## src/rtl/io_pkg.sv

```systemverilog
// Shared types and constants for the CPU IO bus responder.
// Read-target enum, status bit positions and default device addresses.
package io_pkg;

  typedef enum logic [2:0] {
    TGT_NONE,
    TGT_ADDR,
    TGT_TX,
    TGT_RX,
    TGT_STAT
  } rd_tgt_e;

  // Status byte bit positions, bit 0 is the leftmost bit of a [0:7] byte
  localparam int ST_RX_NE  = 0;
  localparam int ST_TX_NF  = 1;
  localparam int ST_TX_OVF = 2;
  localparam int ST_RX_UNF = 3;
  localparam int ST_RX_OVF = 4;

  localparam logic [0:7] ADDR_TX_DEF   = 8'h01;
  localparam logic [0:7] ADDR_RX_DEF   = 8'h02;
  localparam logic [0:7] ADDR_STAT_DEF = 8'h03;

  function automatic rd_tgt_e decode_tgt(
    input logic       da,
    input logic [0:7] addr,
    input logic [0:7] a_tx,
    input logic [0:7] a_rx,
    input logic [0:7] a_st
  );
    rd_tgt_e t;
    t = TGT_NONE;
    if (!da)
      t = TGT_ADDR;
    else if (addr == a_tx)
      t = TGT_TX;
    else if (addr == a_rx)
      t = TGT_RX;
    else if (addr == a_st)
      t = TGT_STAT;
    return t;
  endfunction

endpackage

```

## src/rtl/io_fifo.sv

```systemverilog
// Byte FIFO with power-of-two depth; push on full allowed if popping.
// Ports: clk, rst_n, push, pop, din -> head (0 when empty), full, empty.
module io_fifo
  import io_pkg::*;
#(
  parameter int DEPTH = 4
) (
  input  logic       clk,
  input  logic       rst_n,
  input  logic       push,
  input  logic       pop,
  input  logic [0:7] din,
  output logic [0:7] head,
  output logic       full,
  output logic       empty
);

  localparam int PW = $clog2(DEPTH);
  localparam logic [PW:0] FULL_CNT = (PW+1)'(DEPTH);

  logic [0:7]    mem [DEPTH];
  logic [PW-1:0] wr_ptr;
  logic [PW-1:0] rd_ptr;
  logic [PW:0]   cnt;
  logic          do_push;
  logic          do_pop;

  assign empty   = (cnt == '0);
  assign full    = (cnt == FULL_CNT);
  assign do_pop  = pop & !empty;
  assign do_push = push & (!full | do_pop);
  assign head    = empty ? '0 : mem[rd_ptr];

  always_ff @(posedge clk or negedge rst_n) begin
    if (!rst_n) begin
      wr_ptr <= '0;
      rd_ptr <= '0;
      cnt    <= '0;
    end else begin
      if (do_push)
        wr_ptr <= wr_ptr + PW'(1);
      if (do_pop)
        rd_ptr <= rd_ptr + PW'(1);
      unique case ({do_push, do_pop})
        2'b10:   cnt <= cnt + (PW+1)'(1);
        2'b01:   cnt <= cnt - (PW+1)'(1);
        default: cnt <= cnt;
      endcase
    end
  end

  always_ff @(posedge clk) begin
    if (do_push)
      mem[wr_ptr] <= din;
  end

endmodule

```

## src/rtl/io_port_responder.sv

```systemverilog
// Peripheral endpoint of the CPU IO bus: address/data ports, TX/RX FIFOs.
// Ports: CLK_*, IO_* strobes, bus_in/out/oe, tx_* sink and rx_* source.
module io_port_responder
  import io_pkg::*;
#(
  parameter int         DEPTH     = 4,
  parameter logic [0:7] ADDR_TX   = ADDR_TX_DEF,
  parameter logic [0:7] ADDR_RX   = ADDR_RX_DEF,
  parameter logic [0:7] ADDR_STAT = ADDR_STAT_DEF
) (
  input  logic       CLK_clk,
  input  logic       CLK_rstn,
  input  logic       IO_clks,
  input  logic       IO_clke,
  input  logic       IO_io,
  input  logic       IO_da,
  input  logic [0:7] bus_in,
  output logic [0:7] bus_out,
  output logic       bus_oe,
  output logic       tx_valid,
  output logic [0:7] tx_data,
  input  logic       tx_ready,
  input  logic       rx_valid,
  input  logic [0:7] rx_data,
  output logic       rx_ready
);

  logic       clks_q;
  logic       clke_q;
  // Set by reset; a strobe must be seen low before it can start an event
  logic       clks_blk;
  logic       clke_blk;

  logic       wr_ev;
  logic       rd_start;
  logic       rd_end;

  logic [0:7] addr_q;
  rd_tgt_e    rd_tgt;
  rd_tgt_e    live_tgt;
  rd_tgt_e    cur_tgt;

  logic       tx_ovf;
  logic       rx_unf;
  logic       rx_ovf;

  logic       wr_tx;
  logic       tx_push;
  logic       tx_pop;
  logic       tx_full;
  logic       tx_empty;
  logic [0:7] tx_head;
  logic       tx_ovf_set;

  logic       rd_rx_end;
  logic       rx_push;
  logic       rx_pop;
  logic       rx_full;
  logic       rx_empty;
  logic [0:7] rx_head;
  logic       rx_unf_set;
  logic       rx_ovf_set;
  logic       stat_clr;
  logic [0:7] stat;

  assign wr_ev    = IO_clks & !clks_q & !clks_blk;
  assign rd_start = IO_clke & !clke_q & !clke_blk;
  assign rd_end   = !IO_clke & clke_q;

  assign live_tgt = IO_io ? TGT_NONE
                  : decode_tgt(IO_da, addr_q,
                               ADDR_TX, ADDR_RX, ADDR_STAT);
  // First strobe cycle has no latched target yet
  assign cur_tgt  = rd_start ? live_tgt : rd_tgt;

  always_ff @(posedge CLK_clk or negedge CLK_rstn) begin
    if (!CLK_rstn) begin
      clks_q   <= 1'b0;
      clke_q   <= 1'b0;
      clks_blk <= 1'b1;
      clke_blk <= 1'b1;
      addr_q   <= '0;
      rd_tgt   <= TGT_NONE;
    end else begin
      clks_q   <= IO_clks;
      clke_q   <= IO_clke;
      clks_blk <= clks_blk & IO_clks;
      clke_blk <= clke_blk & IO_clke;
      if (wr_ev & IO_io & !IO_da)
        addr_q <= bus_in;
      if (rd_start)
        rd_tgt <= live_tgt;
      else if (rd_end)
        rd_tgt <= TGT_NONE;
    end
  end

  assign wr_tx      = wr_ev & IO_io & IO_da & (addr_q == ADDR_TX);
  assign tx_pop     = !tx_empty & tx_ready;
  assign tx_push    = wr_tx & (!tx_full | tx_pop);
  assign tx_ovf_set = wr_tx & tx_full & !tx_pop;

  assign rd_rx_end  = rd_end & (rd_tgt == TGT_RX);
  assign rx_pop     = rd_rx_end & !rx_empty;
  assign rx_unf_set = rd_rx_end & rx_empty;
  assign rx_ready   = !rx_full | rx_pop;
  assign rx_push    = rx_valid & rx_ready;
  assign rx_ovf_set = rx_valid & !rx_ready;
  assign stat_clr   = rd_end & (rd_tgt == TGT_STAT);

  // A flag raised in the clearing cycle survives the clear
  always_ff @(posedge CLK_clk or negedge CLK_rstn) begin
    if (!CLK_rstn) begin
      tx_ovf <= 1'b0;
      rx_unf <= 1'b0;
      rx_ovf <= 1'b0;
    end else begin
      tx_ovf <= (tx_ovf & !stat_clr) | tx_ovf_set;
      rx_unf <= (rx_unf & !stat_clr) | rx_unf_set;
      rx_ovf <= (rx_ovf & !stat_clr) | rx_ovf_set;
    end
  end

  io_fifo #(.DEPTH(DEPTH)) u_tx (
    .clk   (CLK_clk),
    .rst_n (CLK_rstn),
    .push  (tx_push),
    .pop   (tx_pop),
    .din   (bus_in),
    .head  (tx_head),
    .full  (tx_full),
    .empty (tx_empty)
  );

  io_fifo #(.DEPTH(DEPTH)) u_rx (
    .clk   (CLK_clk),
    .rst_n (CLK_rstn),
    .push  (rx_push),
    .pop   (rx_pop),
    .din   (rx_data),
    .head  (rx_head),
    .full  (rx_full),
    .empty (rx_empty)
  );

  assign tx_valid = !tx_empty;
  assign tx_data  = tx_head;

  always_comb begin
    stat            = '0;
    stat[ST_RX_NE]  = !rx_empty;
    stat[ST_TX_NF]  = !tx_full;
    stat[ST_TX_OVF] = tx_ovf;
    stat[ST_RX_UNF] = rx_unf;
    stat[ST_RX_OVF] = rx_ovf;
  end

  assign bus_oe = IO_clke & !IO_io & !clke_blk;

  always_comb begin
    bus_out = '0;
    unique case (cur_tgt)
      TGT_ADDR: bus_out = addr_q;
      TGT_RX:   bus_out = rx_head;
      TGT_STAT: bus_out = stat;
      default:  bus_out = '0;
    endcase
  end

endmodule

```

## config.mk

```make
export PLATFORM = sky130hd
export DESIGN_NAME = io_port_responder
export DESIGN_NICKNAME = d
export VERILOG_FILES = /design/src/rtl/io_pkg.sv /design/src/rtl/io_fifo.sv /design/src/rtl/io_port_responder.sv
export SDC_FILE = /design/constraint.sdc
export NUM_CORES = 1
export LEC_CHECK = 0
export CORE_MARGIN = 10
export CORE_UTILIZATION = 60
export DETAILED_ROUTE_END_ITERATION = 10
export PLACE_DENSITY = 0.8
export SLEW_MARGIN = 20
export SYNTH_ARGS = -nofsm -noshare
export SYNTH_HDL_FRONTEND = slang
export SYNTH_SLANG_ARGS = --single-unit
```

## constraint.sdc

```tcl
create_clock -name CLK_clk -period 5.02 [get_ports CLK_clk]
set_clock_uncertainty 0.1 [all_clocks]
set_input_delay 1.004 -clock CLK_clk [delete_from_list [all_inputs] [get_ports CLK_clk]]
set_output_delay 1.004 -clock CLK_clk [all_outputs]
set_load 0.005 [all_outputs]
```

# Yosys cells after proc, flatten, opt, wreduce, memory -nomap -nowiden
# Memories as Yosys holds them, arrays and structs flattened.
# Cells that the tools add are included.
[totals] in_bits=24 memories=2 reg_bits=32 ram_bits=64
[classes] add_sub_neg=8 muxes=17 n_bitwise=37 n_reduce_logical=19 n_eq_ne=14
[memory_table] memory="u_rx.mem" depth=4 width=8 read_ports=1 rd_ports_with_merged_regs=0 wr=1 line="io_fifo.sv:21" text="logic [0:7] mem [DEPTH];"
[memory_table] memory="u_tx.mem" depth=4 width=8 read_ports=1 rd_ports_with_merged_regs=0 wr=1 line="io_fifo.sv:21"
[op_table] op="1-bit bitwise AND" n=30
[op_table] op="3-bit 2-to-1 mux" n=8
[op_table] op="8-bit case mux with 3 select lines" n=1
[op_table] op="8-bit by 2-bit equality test with 1-bit output, second input constant" n=2
[op_table] op="8-bit 2-to-1 mux" n=2
[op_table] op="1-bit zero test" n=14
[op_table] op="3-bit equality test, second input constant" n=4
[op_table] op="3-bit case mux with 2 select lines" n=2
[op_table] op="2-bit by 1-bit adder with 2-bit output, second input constant" n=4
[op_table] op="8-bit by 1-bit equality test with 1-bit output, second input constant" n=1
[op_table] op="1-bit OR" n=7
[op_table] op="3-bit by 1-bit adder with 3-bit output, second input constant" n=2
[op_table] op="3-bit by 2-bit equality test with 1-bit output, second input constant" n=2
[op_table] op="3-bit zero test" n=2
[op_table] op="2-bit nonzero test" n=3
[op_table] op="3-bit by 1-bit subtractor with 3-bit output, second input constant" n=2
[op_table] op="2-bit by 1-bit equality test with 1-bit output, second input constant" n=2
[op_table] op="2-bit equality test, second input constant" n=2
[op_table] op="1-bit 2-to-1 mux" n=4
[op_table] op="3-bit by 1-bit equality test with 1-bit output, second input constant" n=1

# Logic depth before layout (Yosys ltp)
# Gate-level depths: netlist (run 1).
[logic_depth] ltp_word=10 ltp_mapped=11 depth_no_buf=11

# Cells and area by module
# A second synthesis (run 1) with hierarchy kept.
[hier_totals] hier_cells=313 hier_area_um2=4464.3
[modules_own_cells] mod="io_fifo at u_rx" cells_each=105 n_inst=1 area_per_inst_um2=1731.7
[modules_own_cells] mod="io_fifo at u_tx" cells_each=90 n_inst=1 area_per_inst_um2=1645.3
[modules_own_cells] mod="io_port_responder" cells_each=118 n_inst=1 area_per_inst_um2=1087.3

# Worst setup path before layout (run 1)
# No wires, ideal clock.
[synth_path] path_kind="in2out" startpoint="in IO_clke" endpoint="out bus_out[0] in the netlist's numbering" cell_stages=5 required_ps=3916 setup_slack_ps=1349 arrival_ps=2567 path_cell_list="or3b_4 -> or4_4 -> and4_4 -> buf_6 -> a221o_1"
[synth_between] elab_chain_len=5 elab_cells_between_ends=7 classes_between="3 x eq/ne; 2 x mux; 2 x bitwise"
[synth_rtl] element="start: declaration" line="io_port_responder.sv:14" text="input logic IO_clke,"
[synth_rtl] element="1-bit bitwise AND * (2 in series)" line="io_port_responder.sv:67" text="assign rd_start = IO_clke & !clke_q & !clke_blk;"
[synth_rtl] element="3-bit 2-to-1 mux *" line="io_port_responder.sv:74" text="assign cur_tgt = rd_start ? live_tgt : rd_tgt;"
[synth_rtl] element="3-bit equality test, or another cell as far along" line="io_port_responder.sv:162" text="unique case (cur_tgt)"
[synth_rtl] element="8-bit case mux with 3 select lines *" line="io_port_responder.sv:162"
[synth_rtl] element="end: declaration" line="io_port_responder.sv:18" text="output logic [0:7] bus_out,"
# Mark *: on every way between the ends. The rest lies on a longest branch, timed or not.

# Worst setup path in the final report (run 1)
[layout_path] startpoint="in IO_clke" endpoint="out bus_out[2] in the netlist's numbering"
# Same word-level chain as after synthesis.

==> results.json, run 1 <==
{
  "cts_buffers": 9,
  "fin_cells": 390,
  "critPathMaxFanout": 9,
  "ys_ff_latch": 96,
  "routedWlPerCell_microns": 19.6,
  "layout_common_cells": "edfxtp_1, clkdlybuf4s50_1, dfrtp_1, and2_1, mux4_2",
  "synth_cells": 257,
  "synth_edf_count": 64,
  "final_common_cell": "edfxtp_1",
  "postRouteAntennaNets": 0,
  "fin_crit_sh": 0.957,
  "period_minus_slack_ns": 4.80,
  "ys_seq_area_frac": 0.660,
  "start_kind": "input port",
  "hpwlAfterDp_microns": 5600,
  "r2r_cells": 11,
  "first_iter_violations": 108,
  "firstDrtPassIters": 4,
  "slew_headroom": 0.545,
  "top_layer": "met4",
  "cts_setup_buffers": 0,
  "tightest_slew_ns": 0.679,
  "pin_count": 43,
  "status": "completed",
  "drt-met1-wl_microns": 3180,
  "setup-violations-final": 0,
  "syn-cell-area_sq_mm": 0.00413,
  "fp.coreArea_sq_mm": 0.00676,
  "slowest_stage": "a221oi_2",
  "rsz0062_at_grt": "false",
  "p_per_area_mw_per_mm2": 435,
  "hold_path.class": "reg -> reg",
  "endpoint_kind": "primary output",
  "cts_tree": "done",
  "ctsResizeCount": 0,
  "ir_drop_mv": 0.219,
  "cts_max_level": 3,
  "nets": 341,
  "cts_hold_buf": 0,
  "holdWs_ns": 0.399,
  "drc": 0,
  "routed-wl-met2_microns": 3930,
  "antenna_found_initial": 0,
  "place_congestion": 0.836,
  "wl_met3_microns": 435,
  "crit_top_cell": "clkdlybuf4s50_1",
  "reg2reg_slack_ns": 2.01,
  "finalHoldViolCount": 0,
  "die_h_microns": 103,
  "dieArea_sq_mm": 0.0106,
  "p_leak_nw": 1.78,
  "numPortBuffers": 42,
  "yosysWarnings": 0,
  "drive_gt1_frac": 0.152,
  "grt_pass1_vias": 2355,
  "setup_tns_ns": 0,
  "start_util": 0.611,
  "antenna_cells": 0,
  "rows": 30,
  "crit_type": "in -> out",
  "grt_max_degree": 33,
  "clk_pin_slew_ns": 0.09,
  "worstPathCellList": "clkdlybuf4s50_1 > nor3b_1 > o221ai_1 > a221oi_2 > a221o_1 > clkdlybuf4s50_1",
  "finalMaxSlewViolations": 0,
  "chipWidth_microns": 103,
  "clk_path_buf_depth": 2,
  "area_delta_synth_final_pct": 17.0,
  "dp.cells": 374,
  "cts-root-buf": "clkbuf_8",
  "r2r_start": "addr_q[4]",
  "crit_required_ns": 3.92,
  "maxCapViolCount": 0,
  "syn_area_per_cell_sq_um": 16.1,
  "worstSetupStartpoint": "IO_clke",
  "critical_path.max_stage_delay_ns": 0.55,
  "reg2reg_to": "u_tx.cnt[2]",
  "synth-async-reset-ratio": 0.333,
  "vias": 2268,
  "worstPathArrival_ns": 3.70,
  "viasPerCell": 5.82,
  "track_usage": 0.156,
  "seqCellArea_sq_mm": 0.00273,
  "overflow": 0,
  "clock_sinks": 96,
  "timing.fmax_mhz": 208,
  "ys_types": 40,
  "clock_latency_ns": 0.35,
  "synth_ff_type": "edfxtp_1",
  "totalWireLength_microns": 7660,
  "grt_pass1_wl_microns": 12300,
  "multi_input_area_sq_mm": 0.00132,
  "syn_nets": 293,
  "crit_path_end": "bus_out[2]",
  "p_total_mw": 2.10,
  "nFillCells": 417
}
[state kept, by name, indices dropped and copies added, names as in the netlist, 2 cells and up]
name / cells
u_rx.mem: 32
u_tx.mem: 32
addr_q: 8
rd_tgt: 3
u_rx.cnt: 3
u_tx.cnt: 3
u_rx.rd_ptr: 2
u_rx.wr_ptr: 2
u_tx.rd_ptr: 2
u_tx.wr_ptr: 2
[report_power, final]
group,switching [mW],internal [mW]
Clock,0.270,0.236
Sequential,0.104,0.967
Combinational,0.217,0.306
[critical path: cells and delay by family]
kind                   cells  cell delay [ns]
buffers and inverters      2             1.04
AND/OR/NAND/NOR            1             0.43
AO/OA/AOI/OAI              3             1.23
[layout make-up]
cell class	instances	area share
clock buffers	9	0.0256
repair buffers	43	0.0886
well taps	80	0.0207
inverters	13	0.0101
clock inverters	7	0.0166
multi-input cells	142	0.274
flip-flops and latches	96	0.564
[through the flow]
| stage | instance area [sq um] | util | setup slack, ns |
|---|---|---|---|
| finish | 4830 | 0.715 | 0.215 |
| global route | 4830 | 0.715 | 0.0225 |
| CTS | 4830 | 0.715 | 0.237 |
| detailed placement | 4630 | 0.685 | 0.229 |
| global placement | 4630 | 0.685 | 0.300 |
| floorplan | 4130 | - | 1.35 |
[cell usage after synthesis, drive strengths merged, types with 2 or more instances]
master  number  area [sq um]
and2        21           131
edfxtp      64          1920
fa           2          40.0
a221o        5          50.1
ha          10           125
nor3b        2          15.0
nor2        11          41.3
mux4        16           360
dfrtp       30           751
or3b         2          20.0
mux2         9           101
xor2         7          61.3
nor2b        2          12.5
nand2b       2          12.5
nor4         2          12.5
dfstp        2          52.6
nand4b       2          17.5
mux2i        2          20.0
nand2       12          45.0
xnor2        6          52.6
and3         5          31.3
nand3        3          15.0
inv         13          48.8
or3          2          12.5
o21ai        6          30.0
clkbuf       2          7.51
a22o         4          35.0
buf          4          22.5
[worst min-delay path by stage]
stage,from,to,slack [ns],depth (start not counted)
after detailed placement,rx_ovf,rx_ovf,0.38,2
after global placement,rx_ovf,rx_ovf,0.37,2
after global routing,u_tx.cnt[2],u_tx.cnt[2],0.42,1
after CTS,u_tx.cnt[0],u_tx.cnt[0],0.40,1
after floorplan,rx_ovf,rx_ovf,0.35,2
final,u_tx.cnt[2],u_tx.cnt[2],0.40,1
[per-layer routing]
layer | vias to the layer above | global-route usage
met1 | 1130 | 0.189
met2 | 67 | 0.265
met5 | - | 0
met3 | 10 | 0.0335
met4 | 0 | 0.0652
li1 | 1061 | -
[cells by family after synthesis]
group | synth area share
adder cells (fa/ha/maj) | 0.0400
flip-flops | 0.660
XOR/XNOR | 0.0276
AO/OA/AOI/OAI | 0.0382
multiplexers | 0.117
buffers and inverters | 0.0191
AND/OR/NAND/NOR | 0.0982
(Power assumes the default switching activity.)
==> inputs of run 2 (changes only) <==
Settings changed: CORE_UTILIZATION 60 to 56, PLACE_DENSITY 0.8 to 0.75.
Clock period 5.02 ns to 4.6 ns, I/O delays scaled along.
==> run 2 against run 1 <==
Compared with the run above: register-to-register slack worse by 0.36 ns; critical path depth is 1 higher; non-clock buffer count is 4 higher; sequential share of layout area is 0.32 points lower; hold slack better by 0.0099 ns; wire length is 0.67% higher; clock power is 4.0% lower; flip-flop and latch count stayed put; global-route usage is 1.1 points lower; sequential power is 9% higher; first-iteration DRC count is 0.93% higher; core utilization is 4.2 points lower; critical path type unchanged; critical endpoint is now bus_out[4]; largest cell class unchanged.
==> results.json, run 2 (same netlist as run 1, synthesis figures left out) <==
{
  "start_kind": "input port",
  "worst-path-stages": 7,
  "area_delta_synth_final_pct": 17.7,
  "r2r_cells": 11,
  "worstPathArrival_ns": 3.52,
  "holdWs_ns": 0.408,
  "dp.cells": 397,
  "vias": 2247,
  "hold_path.class": "reg -> reg",
  "design_area_sq_mm": 0.00486,
  "clock_latency_ns": 0.36,
  "slew_headroom": 0.527,
  "firstDrtPassIters": 4,
  "drc": 0,
  "cts_setup_buffers": 0,
  "dieArea_sq_mm": 0.0112,
  "die_h_microns": 106,
  "chipWidth_microns": 106,
  "final_util": 0.673,
  "final_common_cell": "edfxtp_1",
  "period_minus_slack_ns": 4.54,
  "place_ws_ns": 0.0501,
  "placed_area_sq_mm": 0.00468,
  "drive_gt1_frac": 0.159,
  "endpoint_kind": "primary output",
  "postRouteAntennaNets": 0,
  "p_per_area_mw_per_mm2": 458,
  "pin_count": 43,
  "finalMaxSlewViolations": 0,
  "crit_type": "in -> out",
  "crit_path_end": "bus_out[4]",
  "timing.fmax_mhz": 220,
  "status": "completed",
  "reg_top3": "u_rx.mem (32), u_tx.mem (32), addr_q (8)",
  "fin_crit_sh": 0.986,
  "nets": 345,
  "worst-path-buf-inv": 3,
  "clk_pin_slew_ns": 0.08,
  "worstPathCellList": "clkdlybuf4s50_1 > or3b_4 > or4_4 > a221oi_2 > buf_4 > a221o_1 > clkdlybuf4s50_1",
  "r2r_start": "addr_q[4]",
  "reg2reg_to": "u_tx.cnt[2]",
  "reg2reg_slack_ns": 1.65,
  "layout_common_cells": "edfxtp_1, clkdlybuf4s50_1, dfrtp_1, and2_1, mux4_2",
  "rsz0062_at_grt": "false",
  "setup_tns_ns": 0,
  "ir_drop_mv": 0.283,
  "drt-met1-wl_microns": 3250,
  "crit_top_cell": "clkdlybuf4s50_1",
  "track_usage": 0.145,
  "first_iter_violations": 109,
  "overflow": 0,
  "tightest_slew_ns": 0.707,
  "p_total_mw": 2.23,
  "setup-violations-final": 0,
  "worstSetupStartpoint": "IO_clke",
  "critPathMaxFanout": 4,
  "fin_cells": 413,
  "finalHoldViolCount": 0,
  "routedWlPerCell_microns": 18.7,
  "start_util": 0.572,
  "grt_pass1_wl_microns": 12800,
  "nFillCells": 509,
  "maxCapViolCount": 0,
  "clk_path_buf_depth": 2,
  "numPortBuffers": 42,
  "cts_tree": "done",
  "antenna_cells": 0,
  "rows": 31,
  "viasPerCell": 5.44,
  "totalWireLength_microns": 7710,
  "antenna_found_initial": 0,
  "critical_path.max_stage_delay_ns": 0.56,
  "hpwlAfterDp_microns": 5700,
  "crit_required_ns": 3.58,
  "cts_max_level": 3,
  "worst_slack_ns": 0.0637,
  "slowest_stage": "or4_4",
  "crit_family": "buffers and inverters",
  "clock_sinks": 96,
  "fp.coreArea_sq_mm": 0.00721,
  "routed-wl-met2_microns": 4060,
  "place_congestion": 0.842,
  "cts_buffers": 9,
  "cts-root-buf": "clkbuf_8",
  "p_leak_nw": 1.78,
  "grt_max_degree": 33,
  "top_layer": "met4",
  "grt_pass1_vias": 2454,
  "wl_met3_microns": 297
}
==> run 2: area by class of cell <==
class / count / area [sq um] / area share
flip-flops and latches: 96 / 2730 / 0.561
multi-input cells: 142 / 1330 / 0.274
repair buffers: 47 / 458 / 0.0943
clock buffers: 10 / 128 / 0.0263
well taps: 99 / 124 / 0.0255
inverters: 13 / 48.8 / 0.0100
clock inverters: 6 / 45.0 / 0.00927
==> run 2: worst min-delay path, cell delays in order (launching register included) <==
cell and delay [ns]:
dfrtp_1 0.37, nand2_1 0.05, o21ai_0 0.06
==> run 2: metal layers <==
layer  track usage  vias to the layer above
met4        0.0648                        0
met1         0.176                     1119
met2         0.244                       55
li1              -                     1064
met5             0                        -
met3        0.0329                        9
==> run 2: worst min-delay path by stage <==
stage / end / depth (start not counted) / start / slack [ns]
6_report: rx_unf / 2 / rx_unf / 0.41
5_1_grt: u_tx.cnt[2] / 1 / u_tx.cnt[2] / 0.42
4_1_cts: rx_unf / 2 / rx_unf / 0.40
3_5_place_dp: rx_unf / 2 / rx_unf / 0.38
3_3_place_gp: rx_ovf / 2 / rx_ovf / 0.37
2_1_floorplan: rx_ovf / 2 / rx_ovf / 0.35
==> run 2: timing repair <==
action,CTS,global route
setup endpoints to repair,0,8
endpoints found under the hold margin,0,0
hold buffers,0,0
resized for setup,0,1
==> run 2: where the power goes <==
group / internal (mW) / switching [mW] / total, mW / leakage (nW)
sequential: 1.06 / 0.113 / 1.17 / 0.966
clock: 0.199 / 0.287 / 0.486 / 0.0805
combinational: 0.335 / 0.237 / 0.572 / 0.737
total: 1.59 / 0.638 / 2.23 / 1.78
